### src/rtl/multi_ch_sma_engine_pkg.sv
// Shared FSM encodings and width/clamp helpers for the multi-channel SMA engine.
package multi_ch_sma_engine_pkg;

    localparam logic [1:0] ST_IDLE   = 2'd0;
    localparam logic [1:0] ST_UPDATE = 2'd1;
    localparam logic [1:0] ST_DIVIDE = 2'd2;
    localparam logic [1:0] ST_OUTPUT = 2'd3;

    function automatic int win_width(input int max_win);
        return $clog2(max_win + 1);
    endfunction

    // Enough headroom that MAX_WIN full-scale samples never overflow the running sum.
    function automatic int sum_width(input int data_w, input int max_win);
        return data_w + $clog2(max_win);
    endfunction

    function automatic int clamp_win(input int req, input int max_win);
        if (req < 1) begin
            return 1;
        end
        if (req > max_win) begin
            return max_win;
        end
        return req;
    endfunction

endpackage

### src/rtl/multi_ch_sma_engine_seq_divider.sv
// Restoring divider: one quotient bit per cycle, MSB first, floor result.
module multi_ch_sma_engine_seq_divider #(
    parameter int SUM_W = 20,
    parameter int WIN_W = 5,
    parameter int Q_W   = 16
) (
    input  logic             clk,
    input  logic             rst,
    input  logic             start,
    input  logic [SUM_W-1:0] dividend,
    input  logic [WIN_W-1:0] divisor,
    output logic             done,
    output logic [Q_W-1:0]   quotient
);

    localparam int CNT_W = $clog2(SUM_W + 1);

    // Dividend bits shift out of the top while quotient bits shift in at the bottom.
    logic [SUM_W-1:0] shreg_q, shreg_d;
    logic [WIN_W-1:0] rem_q, rem_d;
    logic [WIN_W-1:0] dvs_q, dvs_d;
    logic [CNT_W-1:0] cnt_q, cnt_d;
    logic [WIN_W:0]   rem_shift;
    logic [WIN_W-1:0] rem_sub;
    logic             take;

    always_comb begin
        rem_shift = {rem_q, shreg_q[SUM_W-1]};
        rem_sub   = rem_shift[WIN_W-1:0] - dvs_q;
        take      = (rem_shift >= {1'b0, dvs_q});
        shreg_d   = shreg_q;
        rem_d     = rem_q;
        dvs_d     = dvs_q;
        cnt_d     = cnt_q;
        if (start) begin
            shreg_d = dividend;
            rem_d   = '0;
            dvs_d   = divisor;
            cnt_d   = CNT_W'(SUM_W);
        end else if (cnt_q != '0) begin
            shreg_d = {shreg_q[SUM_W-2:0], take};
            rem_d   = take ? rem_sub : rem_shift[WIN_W-1:0];
            cnt_d   = cnt_q - CNT_W'(1);
        end
    end

    // Final quotient is presented combinationally during the last step cycle.
    assign done     = (cnt_q == CNT_W'(1));
    assign quotient = {shreg_q[Q_W-2:0], take};

    always_ff @(posedge clk) begin
        if (rst) begin
            shreg_q <= '0;
            rem_q   <= '0;
            dvs_q   <= '0;
            cnt_q   <= '0;
        end else begin
            shreg_q <= shreg_d;
            rem_q   <= rem_d;
            dvs_q   <= dvs_d;
            cnt_q   <= cnt_d;
        end
    end

endmodule

### src/rtl/multi_ch_sma_engine.sv
// Multi-channel simple moving average: per-channel ring buffer and running sum, sequential divide.
// Handshake: a sample transfers on a rising clk when in_valid & in_ready; out_valid is a one-cycle pulse with no backpressure.
module multi_ch_sma_engine
    import multi_ch_sma_engine_pkg::*;
#(
    parameter int DATA_W  = 16,
    parameter int NUM_CH  = 4,
    parameter int MAX_WIN = 16,
    parameter int CH_W    = $clog2(NUM_CH),
    parameter int WIN_W   = win_width(MAX_WIN),
    parameter int SUM_W   = sum_width(DATA_W, MAX_WIN)
) (
    input  logic              clk,
    input  logic              rst,
    input  logic              in_valid,
    output logic              in_ready,
    input  logic [CH_W-1:0]   in_ch,
    input  logic [DATA_W-1:0] in_data,
    input  logic              cfg_load,
    input  logic [WIN_W-1:0]  cfg_win,
    output logic              out_valid,
    output logic [CH_W-1:0]   out_ch,
    output logic [DATA_W-1:0] out_avg,
    output logic              out_warm,
    output logic [1:0]        dbg_state
);

    localparam int PTR_W = $clog2(MAX_WIN);

    logic [1:0]        state_q, state_d;
    logic [WIN_W-1:0]  win_q, win_d;
    logic [SUM_W-1:0]  sum_q [NUM_CH];
    logic [SUM_W-1:0]  sum_d [NUM_CH];
    logic [WIN_W-1:0]  cnt_q [NUM_CH];
    logic [WIN_W-1:0]  cnt_d [NUM_CH];
    logic [PTR_W-1:0]  ptr_q [NUM_CH];
    logic [PTR_W-1:0]  ptr_d [NUM_CH];
    logic [DATA_W-1:0] ring_q [NUM_CH][MAX_WIN];
    logic              ring_we;
    logic [CH_W-1:0]   ch_q, ch_d;
    logic [DATA_W-1:0] data_q, data_d;
    logic              warm_q, warm_d;
    logic              out_valid_q, out_valid_d;
    logic [CH_W-1:0]   out_ch_q, out_ch_d;
    logic [DATA_W-1:0] out_avg_q, out_avg_d;
    logic              out_warm_q, out_warm_d;
    logic              div_start, div_done;
    logic [SUM_W-1:0]  div_dividend;
    logic [WIN_W-1:0]  div_divisor;
    logic [DATA_W-1:0] div_quot;
    logic [SUM_W-1:0]  new_sum;
    logic [WIN_W-1:0]  new_cnt;
    logic [DATA_W-1:0] old_sample;

    assign in_ready  = (state_q == ST_IDLE) && !cfg_load;
    assign out_valid = out_valid_q;
    assign out_ch    = out_ch_q;
    assign out_avg   = out_avg_q;
    assign out_warm  = out_warm_q;
    assign dbg_state = state_q;

    always_comb begin
        state_d      = state_q;
        win_d        = win_q;
        sum_d        = sum_q;
        cnt_d        = cnt_q;
        ptr_d        = ptr_q;
        ch_d         = ch_q;
        data_d       = data_q;
        warm_d       = warm_q;
        out_valid_d  = 1'b0;
        out_ch_d     = out_ch_q;
        out_avg_d    = out_avg_q;
        out_warm_d   = out_warm_q;
        ring_we      = 1'b0;
        div_start    = 1'b0;
        div_dividend = '0;
        div_divisor  = '0;
        old_sample   = ring_q[ch_q][ptr_q[ch_q]];
        new_sum      = sum_q[ch_q];
        new_cnt      = cnt_q[ch_q];
        case (state_q)
            ST_IDLE: begin
                if (cfg_load) begin
                    win_d = WIN_W'(clamp_win(int'(cfg_win), MAX_WIN));
                    for (int i = 0; i < NUM_CH; i++) begin
                        sum_d[i] = '0;
                        cnt_d[i] = '0;
                        ptr_d[i] = '0;
                    end
                end else if (in_valid && (int'(in_ch) < NUM_CH)) begin
                    ch_d    = in_ch;
                    data_d  = in_data;
                    state_d = ST_UPDATE;
                end
            end
            ST_UPDATE: begin
                // A full window retires the oldest sample; otherwise the window is still growing.
                if (cnt_q[ch_q] == win_q) begin
                    new_sum = sum_q[ch_q] + SUM_W'(data_q) - SUM_W'(old_sample);
                end else begin
                    new_sum = sum_q[ch_q] + SUM_W'(data_q);
                    new_cnt = cnt_q[ch_q] + WIN_W'(1);
                end
                sum_d[ch_q] = new_sum;
                cnt_d[ch_q] = new_cnt;
                ptr_d[ch_q] = (WIN_W'(ptr_q[ch_q]) == win_q - WIN_W'(1)) ? '0
                                                                         : ptr_q[ch_q] + PTR_W'(1);
                ring_we      = 1'b1;
                warm_d       = (new_cnt == win_q);
                div_start    = 1'b1;
                div_dividend = new_sum;
                div_divisor  = new_cnt;
                state_d      = ST_DIVIDE;
            end
            ST_DIVIDE: begin
                if (div_done) begin
                    out_valid_d = 1'b1;
                    out_avg_d   = div_quot;
                    out_ch_d    = ch_q;
                    out_warm_d  = warm_q;
                    state_d     = ST_OUTPUT;
                end
            end
            ST_OUTPUT: state_d = ST_IDLE;
            default:   state_d = ST_IDLE;
        endcase
    end

    multi_ch_sma_engine_seq_divider #(
        .SUM_W(SUM_W),
        .WIN_W(WIN_W),
        .Q_W  (DATA_W)
    ) u_div (
        .clk     (clk),
        .rst     (rst),
        .start   (div_start),
        .dividend(div_dividend),
        .divisor (div_divisor),
        .done    (div_done),
        .quotient(div_quot)
    );

    // Ring contents are never reset; counts decide which entries are meaningful.
    always_ff @(posedge clk) begin
        if (ring_we) begin
            ring_q[ch_q][ptr_q[ch_q]] <= data_q;
        end
    end

    always_ff @(posedge clk) begin
        if (rst) begin
            state_q     <= ST_IDLE;
            win_q       <= WIN_W'(MAX_WIN);
            for (int i = 0; i < NUM_CH; i++) begin
                sum_q[i] <= '0;
                cnt_q[i] <= '0;
                ptr_q[i] <= '0;
            end
            ch_q        <= '0;
            data_q      <= '0;
            warm_q      <= 1'b0;
            out_valid_q <= 1'b0;
            out_ch_q    <= '0;
            out_avg_q   <= '0;
            out_warm_q  <= 1'b0;
        end else begin
            state_q     <= state_d;
            win_q       <= win_d;
            sum_q       <= sum_d;
            cnt_q       <= cnt_d;
            ptr_q       <= ptr_d;
            ch_q        <= ch_d;
            data_q      <= data_d;
            warm_q      <= warm_d;
            out_valid_q <= out_valid_d;
            out_ch_q    <= out_ch_d;
            out_avg_q   <= out_avg_d;
            out_warm_q  <= out_warm_d;
        end
    end

endmodule

### config.mk
export PLATFORM = sky130hd
export DESIGN_NAME = multi_ch_sma_engine
export DESIGN_NICKNAME = d
export VERILOG_FILES = /design/src/rtl/multi_ch_sma_engine_pkg.sv /design/src/rtl/multi_ch_sma_engine_seq_divider.sv /design/src/rtl/multi_ch_sma_engine.sv
export SDC_FILE = /design/constraint.sdc
export NUM_CORES = 1
export LEC_CHECK = 0
export ABC_AREA = 1
export BUFFER_PORTS_ARGS = -buffer_cell sky130_fd_sc_hd__clkbuf_2
export CAP_MARGIN = 40
export CORE_ASPECT_RATIO = 1.25
export CORE_UTILIZATION = 25
export CTS_CLUSTER_DIAMETER = 80
export DETAILED_ROUTE_END_ITERATION = 7
export PLACE_DENSITY = 0.44
export SLEW_MARGIN = 0
export SYNTH_ARGS = -nofsm -noshare
export SYNTH_HDL_FRONTEND = slang
export SYNTH_SLANG_ARGS = --single-unit
### constraint.sdc
create_clock -name clk -period 5.35 [get_ports clk]
set_input_delay 0.8025 -clock clk [delete_from_list [all_inputs] [get_ports clk]]
set_output_delay 0.8025 -clock clk [all_outputs]
set_load 0.03 [all_outputs]
==> results of run 1 <==
-- repair_timing --
item | in CTS | in global routing
setup buffers | 0 | 1
gates resized for setup | 0 | 8
setup endpoints to repair | 0 | 69
-- per-stage QoR --
| step | setup slack (ns) | utilization | setup TNS (ns) |
|---|---|---|---|
| 2_1_floorplan | 1.492 | - | 0 |
| 3_3_place_gp | 0.09581 | 0.2725 | 0 |
| 3_5_place_dp | 0.03676 | 0.2744 | 0 |
| 4_1_cts | 0.02074 | 0.2947 | 0 |
| 5_1_grt | -0.01422 | 0.2949 | -0.01422 |
| 6_report | 0.3251 | 0.2949 | 0 |
-- cells by family (layout without fill, tap and decap cells) --
kind of cell             Yosys count  after routing  share of synthesized area
other                              0              2                          0
AO/OA/AOI/OAI                   1262           1262                     0.1443
flip-flops                      1223           1223                     0.6858
XOR/XNOR                          32             32                   0.005682
AND/OR/NAND/NOR                 1417           1417                     0.1135
buffers and inverters            471            673                    0.03772
adder cells (fa/ha/maj)           51             51                    0.01304
-- flip-flops by register name, indices dropped and copies added, names as in the netlist, 16 cells and up, named ones only --
| signal | cells |
|---|---|
| sum_q | 80 |
| data_q | 16 |
| ptr_q | 16 |
| ring_q | 1024 |
| u_div.shreg_q | 20 |
| out_avg | 16 |
| cnt_q | 20 |
-- per-layer routing --
layer  GRT usage  up-vias  wire length, µm
li1            -    16400                -
met1      0.2029    17710            70220
met2      0.2637     1004            79600
met3     0.02607      300             8342
met4     0.07555        2             7882
met5           0        -                7
-- placed cells by master, fill, tap and decap left out, types with 20 or more instances in the layout --
| cell | Yosys | layout |
|---|---|---|
| a21oi_1 | 112 | 112 |
| buf_12 | 0 | 23 |
| buf_4 | 4 | 173 |
| clkbuf_1 | 221 | 24 |
| clkbuf_16 | 0 | 134 |
| clkbuf_2 | 0 | 48 |
| clkinv_1 | 2 | 28 |
| clkinv_2 | 0 | 20 |
| dfxtp_1 | 199 | 179 |
| edfxtp_1 | 1024 | 1024 |
| ha_1 | 48 | 47 |
| inv_1 | 162 | 160 |
| nand2_1 | 432 | 432 |
| nand3_1 | 163 | 163 |
| nor2_1 | 758 | 748 |
| o21ai_0 | 711 | 710 |
| o21ai_1 | 42 | 43 |
| o221ai_1 | 119 | 119 |
| o22ai_1 | 188 | 187 |
-- path summary, 6_finish.rpt --
kind | endpoint | slack [ns] | from | depth (start not counted)
max | sum_q[59] | 0.33 | ch_q[1] | 24
min | data_q[15] | 0.30 | in_data[15] | 3
max reg2reg | sum_q[59] | 0.33 | ch_q[1] | 24
min reg2reg | ptr_q[3] | 0.46 | ptr_q[3] | 2
-- worst min-delay path: stages --
cell and delay (ns):
clkbuf_2 0.08, nand3_1 0.07, a21oi_1 0.06
-- final cells by class --
| class | instances | share of cell area |
|---|---|---|
| multi-input combinational | 2762 | 0.2370 |
| antenna | 2 | 0.00008435 |
| clock buffer | 164 | 0.05943 |
| tap | 2697 | 0.05687 |
| clock inverter | 73 | 0.009637 |
| timing repair buffer | 257 | 0.03910 |
| inverter | 179 | 0.01187 |
| sequential | 1223 | 0.5860 |
-- report_power, final --
part / internal (mW) / leakage, nW / total (mW) / switching, mW
combinational: 1.29 / 7.07 / 4.89 / 3.60
sequential: 10.6 / 11.1 / 10.7 / 0.131
clock: 4.98 / 2.01 / 8.83 / 3.85
==> summary.md, run 1 <==
| Metric | Value |
|---|---|
| Slew headroom | 0.3698 |
| Fin cells | roughly 7400 |
| Worst Hold Slack | 0.3014 ns |
| Die Ht | 505.2 µm |
| Remaining Overflow, GRT | 0 |
| Sequential Area | 0.03477 mm² |
| Max-cap check violation count | 0 |
| Crit path max fanout | 41 |
| Tcrit/Tclk final | 0.9392 |
| Crit path cell chain | inv_6 > nand2_4 > inv_2 > nand2_1 > nand3_1 > a21oi_4 > buf_12 > buf_4 > o221ai_1 > nand3_1 > o21ai_0 > nand2_1 > nand2_1 > a221oi_1 > ha_1 > a21oi_1 > o21ai_0 > a21oi_1 > nand2_1 > nand3_1 > nand4_1 > nand2_1 > nand3_2 > o21ai_1 |
| Die area | 0.2044 mm² |
| Clk root buf | clkbuf_16 |
| Worst Path Required | a little over 6 ns |
| Maximum VDD drop | around 0.35 mV |
| CTS clk-pin slew, worst paths | 0.06 ns |
| Hold Crit Class | in -> reg |
| Pins Over Slew Limit | 0 |
| CP most frequent cell | nand2_1 |
| Final setup violating endpoints | 0 |
| DRT antenna net count | 0 |
| CP max stage delay | 0.60 ns |
| Site Rows | 184 |
| Number of flops mapped to enable cells by yosys | 1024 |
| Multi-input combinational cell area | 0.01406 mm² |
| Buf/Inv on CP | 4 |
| Share of cells above drive strength 1 | 0.1166 |
| Core ar. | between 0.2 and 0.25 mm² |
| Synthesized area | 0.05065 mm² |
| Slowest cell on crit path | a221oi_1 |
| Cell with the most instances after synthesis | edfxtp_1 |
| Number of hold buffers added after cts | 0 |
| Ranking of synthesized cells by area | edfxtp_1 (61%), dfxtp_1 (7.9%), o21ai_0 (7.0%) |
| Mapped Avg Cell Area | approximately 11 µm² |
| Post-synth top area share | 0.6071 |
| Sequential element share of the synthesized area | 0.6858 |
| Mean routed wirelength per cell | between 20 and 25 µm |
| Power, Total | ~24 mW |
| Post-synth top cells | edfxtp_1 (1024), nor2_1 (758), o21ai_0 (711), nand2_1 (432), clkbuf_1 (221) |
| Crit path kind | reg -> reg |
| Worst slew pin tran | roughly 0.94 ns |
| Dpl cells | 7117 |
| Final instance area | between 0.05 and 0.06 mm² |
| Dominant synthesized flop cell | edfxtp_1 |
| Gp weighted congestion | between 0.8 and 0.9 |
| Post-DP Area | approximately 0.055 mm² |
| # clock sinks | roughly 1200 |
| Net count after synthesis | 4534 |
| HPWL Detailed | roughly 100000 µm |
| Crit start category | flip-flop |
| Area growth from synthesis to final layout | 17.14% |
| Total Routing Usage GR | 0.1598 |
| Drt pass-1 iters | 5 |
| CTS H-tree depth | 4 |
| Worst Path Arrival | 5.72 ns |
| Leak | between 20 and 25 nW |
| CTS tree | built |
| First-pass GRT wire length | about 240000 µm |
| Fmax | 199.0 MHz |
| Pwr Density | 412.2 mW/mm² |
| Area leader, netlist | edfxtp_1 |
| Io pins | 50 |
| Final Skew | 0.02163 ns |
| Final nets | 4633 |
| Residual DRC count | 0 |
| Tmin final | 5.025 ns |
| Yosys cell types | 56 |
| Crit. End Element | flip-flop |
| FF+latch count, synth | between 1000 and 1500 |
| Die X | between 400 and 500 µm |
| Initial Util | 0.2517 |
| Vias per cell | 4.814 |
| Initial antenna violation count | 5 |
| Starting DRC count in detailed routing | around 3000 |
| Cts bufs inserted | between 100 and 150 |
| Max Root-Sink Buffers | 3 |
| CP top delay family | compound AO/OA/AOI/OAI gates |
| Total Routed Length | ~170000 µm |
| Synth async-reset ratio | 0 |
| Vias | about 35000 |
| Cells after Synth | about 4500 |
| Via count of the first global-routing pass | between 30000 and 40000 |
| Largest net degree at the start of global routing | 109 |
| Synthesis Warnings | 0 |
| FILL cells | slightly above 20000 |
| Clk_lat worst skew | a little under 0.8 ns |
| Outcome | completed |
| Final Hold Viols | 0 |
| Port-buffer cells | 49 |
(Power assumes the default switching activity.)
==> run 2, diff against run 1 <==
--- a/config.mk
+++ b/config.mk
@@ -10,6 +10,7 @@
 export CAP_MARGIN = 40
 export CORE_ASPECT_RATIO = 1.25
 export CORE_UTILIZATION = 25
+export CTS_BUF_LIST = sky130_fd_sc_hd__clkbuf_16
 export CTS_CLUSTER_DIAMETER = 80
 export DETAILED_ROUTE_END_ITERATION = 7
 export PLACE_DENSITY = 0.44
==> run 2 against run 1 <==
Effect of this change: clock power fell by 2%; worst hold slack improved by 0.0010 ns; sequential share of layout area up 0.059 points; combinational power barely moved; die area unchanged; register-to-register slack barely moved; worst setup slack got worse by 0.010 ns; flip-flop and latch count did not move; first-iteration DRC count is 5.9% lower; non-clock buffer count stayed put; utilization about the same; critical endpoint is now u_div.shreg_q[19].
==> summary.md, run 2 (synthesized netlist as in run 1, its figures left out) <==
| Metric | Value |
|---|---|
| Comb pwr share | 0.201 |
| Uppermost layer routed | met5 |
| Crit. End Element | flip-flop |
| R2R cell count | 24 |
| Switching share of power | 0.3112 |
| Area growth from synthesis to final layout | 17.03% |
| Die X | roughly 400 µm |
| Outcome | completed |
| Initial antenna violation count | 5 |
| Crit path kind | reg -> reg |
| Mean routed wirelength per cell | between 20 and 25 µm |
| Slew headroom | 0.3694 |
| Share of cells above drive strength 1 | 0.1153 |
| Commonest non-fill, non-tap cell in the layout | edfxtp_1 |
| Pins Over Slew Limit | 0 |
| Crit path max fanout | 41 |
| Final setup violating endpoints | 0 |
| FILL cells | 20800 |
| Met3 routed WL | 8704 µm |
| Routed wl met2 | around 80000 µm |
| Hold Crit Class | in -> reg |
| Net Sw Power | 7.567 mW |
| Cts bufs inserted | roughly 130 |
| Total Routing Usage GR | 0.1597 |
| Max FFs per register | between 1000 and 1500 |
| Site Rows | between 150 and 200 |
| Worst slew pin tran | 0.9424 ns |
| Final nets | 4633 |
| Final Hold Viols | 0 |
| HPWL Detailed | 103300 µm |
| Flop2flop setup slack | between 0.3 and 0.4 ns |
| Vias per cell | ~4.8 |
| Remaining Overflow, GRT | 0 |
| Max-cap check violation count | 0 |
| Final Skew | approximately 0.023 ns |
| Clk root buf | clkbuf_16 |
| Hold Crit Depth | 3 |
| Vias | about 35000 |
| CTS tree | built |
| Leak | just over 20 nW |
| Largest net degree at the start of global routing | between 100 and 150 |
| Pre-CTS WS | ~0.037 ns |
| Residual DRC count | 0 |
| Clk_lat worst skew | approximately 0.77 ns |
| Tcrit/Tclk final | 0.9412 |
| Worst Path Arrival | 5.73 ns |
| Wl on met1 | 69770 µm |
| Power, Total | between 20 and 25 mW |
| DRT antenna net count | 0 |
| # clock sinks | 1223 |
| Starting DRC count in detailed routing | approximately 2800 |
| First-pass GRT wire length | roughly 240000 µm |
| Final Worst Setup Slack | ~0.31 ns |
| Worst Path Required | a little over 6 ns |
| CTS clk-pin slew, worst paths | approximately 0.06 ns |
| Pwr Density | 410.2 mW/mm² |
| Die area | roughly 0.2 mm² |
| Die Ht | between 500 and 600 µm |
| Max Root-Sink Buffers | 3 |
| Fmax | around 200 MHz |
| Io pins | 50 |
| Via count of the first global-routing pass | roughly 35000 |
| Core ar. | approximately 0.20 mm² |
| Port-buffer cells | 49 |
| Tmin final | around 5.0 ns |
| Total Routed Length | around 170000 µm |
| Sequential Power Share | 0.442 |
| Clock power frac | 0.357 |
| Number of hold buffers added after cts | 0 |
| Maximum VDD drop | around 0.35 mV |
| CTS H-tree depth | 4 |
| Commonest non-fill, non-tap cells in the layout | edfxtp_1 (1024), nor2_1 (748), o21ai_0 (710), nand2_1 (432), o22ai_1 (187) |
| Initial Util | 0.2517 |
| Drt pass-1 iters | 5 |
| Gp weighted congestion | around 0.84 |
| Power Internal | roughly 17 mW |
| Crit start category | flip-flop |
-- run 2: cell count changes in the layout (fill, tap and decap cells not counted) --
| cell | delta |
|---|---|
| inv_1 | +24 |
| clkbuf_8 | -6 |
| clkinv_1 | +6 |
| clkbuf_1 | -24 |
-- run 2: power by group through the flow --
| stage | registers [mW] | clock network [mW] | logic [mW] |
|---|---|---|---|
| finish | 10.7 | 8.69 | 4.88 |
| global route | 10.8 | 9.24 | 5.29 |
| CTS | 10.7 | 8.91 | 4.93 |
| detailed placement | 10.9 | 0 | 4.91 |
| global placement | 11.0 | 0 | 4.83 |
| floorplan | 11.1 | 0 | 2.56 |
-- run 2: area by class of cell --
type / instances / area (µm²) / share of cell area
clock inverter: 103 / 684.4 / 0.01155
timing repair buffer: 257 / 2320 / 0.03914
sequential: 1223 / 34770 / 0.5866
antenna: 2 / 5.005 / 0.00008444
tap: 2697 / 3374 / 0.05693
inverter: 179 / 704.4 / 0.01188
multi-input combinational: 2762 / 14060 / 0.2372
clock buffer: 134 / 3353 / 0.05657
-- run 2: worst max-delay path: stages, from the launching register on --
cell      delay [ns]
dfxtp_2         0.44
inv_6           0.08
nand2_4         0.08
inv_2           0.04
nand2_1         0.05
nand3_1         0.10
a21oi_4         0.29
buf_12          0.29
buf_4           0.29
o221ai_1        0.19
nand3_1         0.15
o21ai_0         0.20
nand2_1         0.12
nand2_1         0.20
a221oi_1        0.61
ha_1            0.39
a21oi_1         0.22
o21ai_0         0.15
a21oi_1         0.15
nand2_1         0.13
nand3_1         0.24
nand4_1         0.13
nand2_1         0.11
nand3_2         0.12
a21oi_1         0.16
-- run 2: layer usage --
metal / up-vias / GRT usage
li1: 16400 / -
met1: 17720 / 0.2030
met2: 1036 / 0.2640
met3: 280 / 0.02724
met4: 2 / 0.07223
met5: - / 0
-- run 2: what timing repair did --
item | 4_1_cts | 5_1_grt
buffers inserted | 0 | 1
setup endpoints to repair | 0 | 67
resized for setup | 0 | 8
-- run 2: final timing paths --
check                       to       start
max          u_div.shreg_q[19]     ch_q[1]
min                   win_q[3]  cfg_win[3]
min reg2reg           ptr_q[3]    ptr_q[3]
max reg2reg  u_div.shreg_q[19]     ch_q[1]
-- run 2: per-stage QoR --
stage	hold slack (ns)	TNS, ns	instances	instance area (µm²)	utilization
detailed placement	0.4512	0	7117	55210	0.2744
CTS	0.2356	0	7354	59240	0.2944
global route	0.2729	-0.01113	7356	59270	0.2946
global placement	0.4485	0	7101	54830	0.2725
floorplan	0.4286	0	4456	50650	-
finish	0.3025	0	7357	59270	0.2946
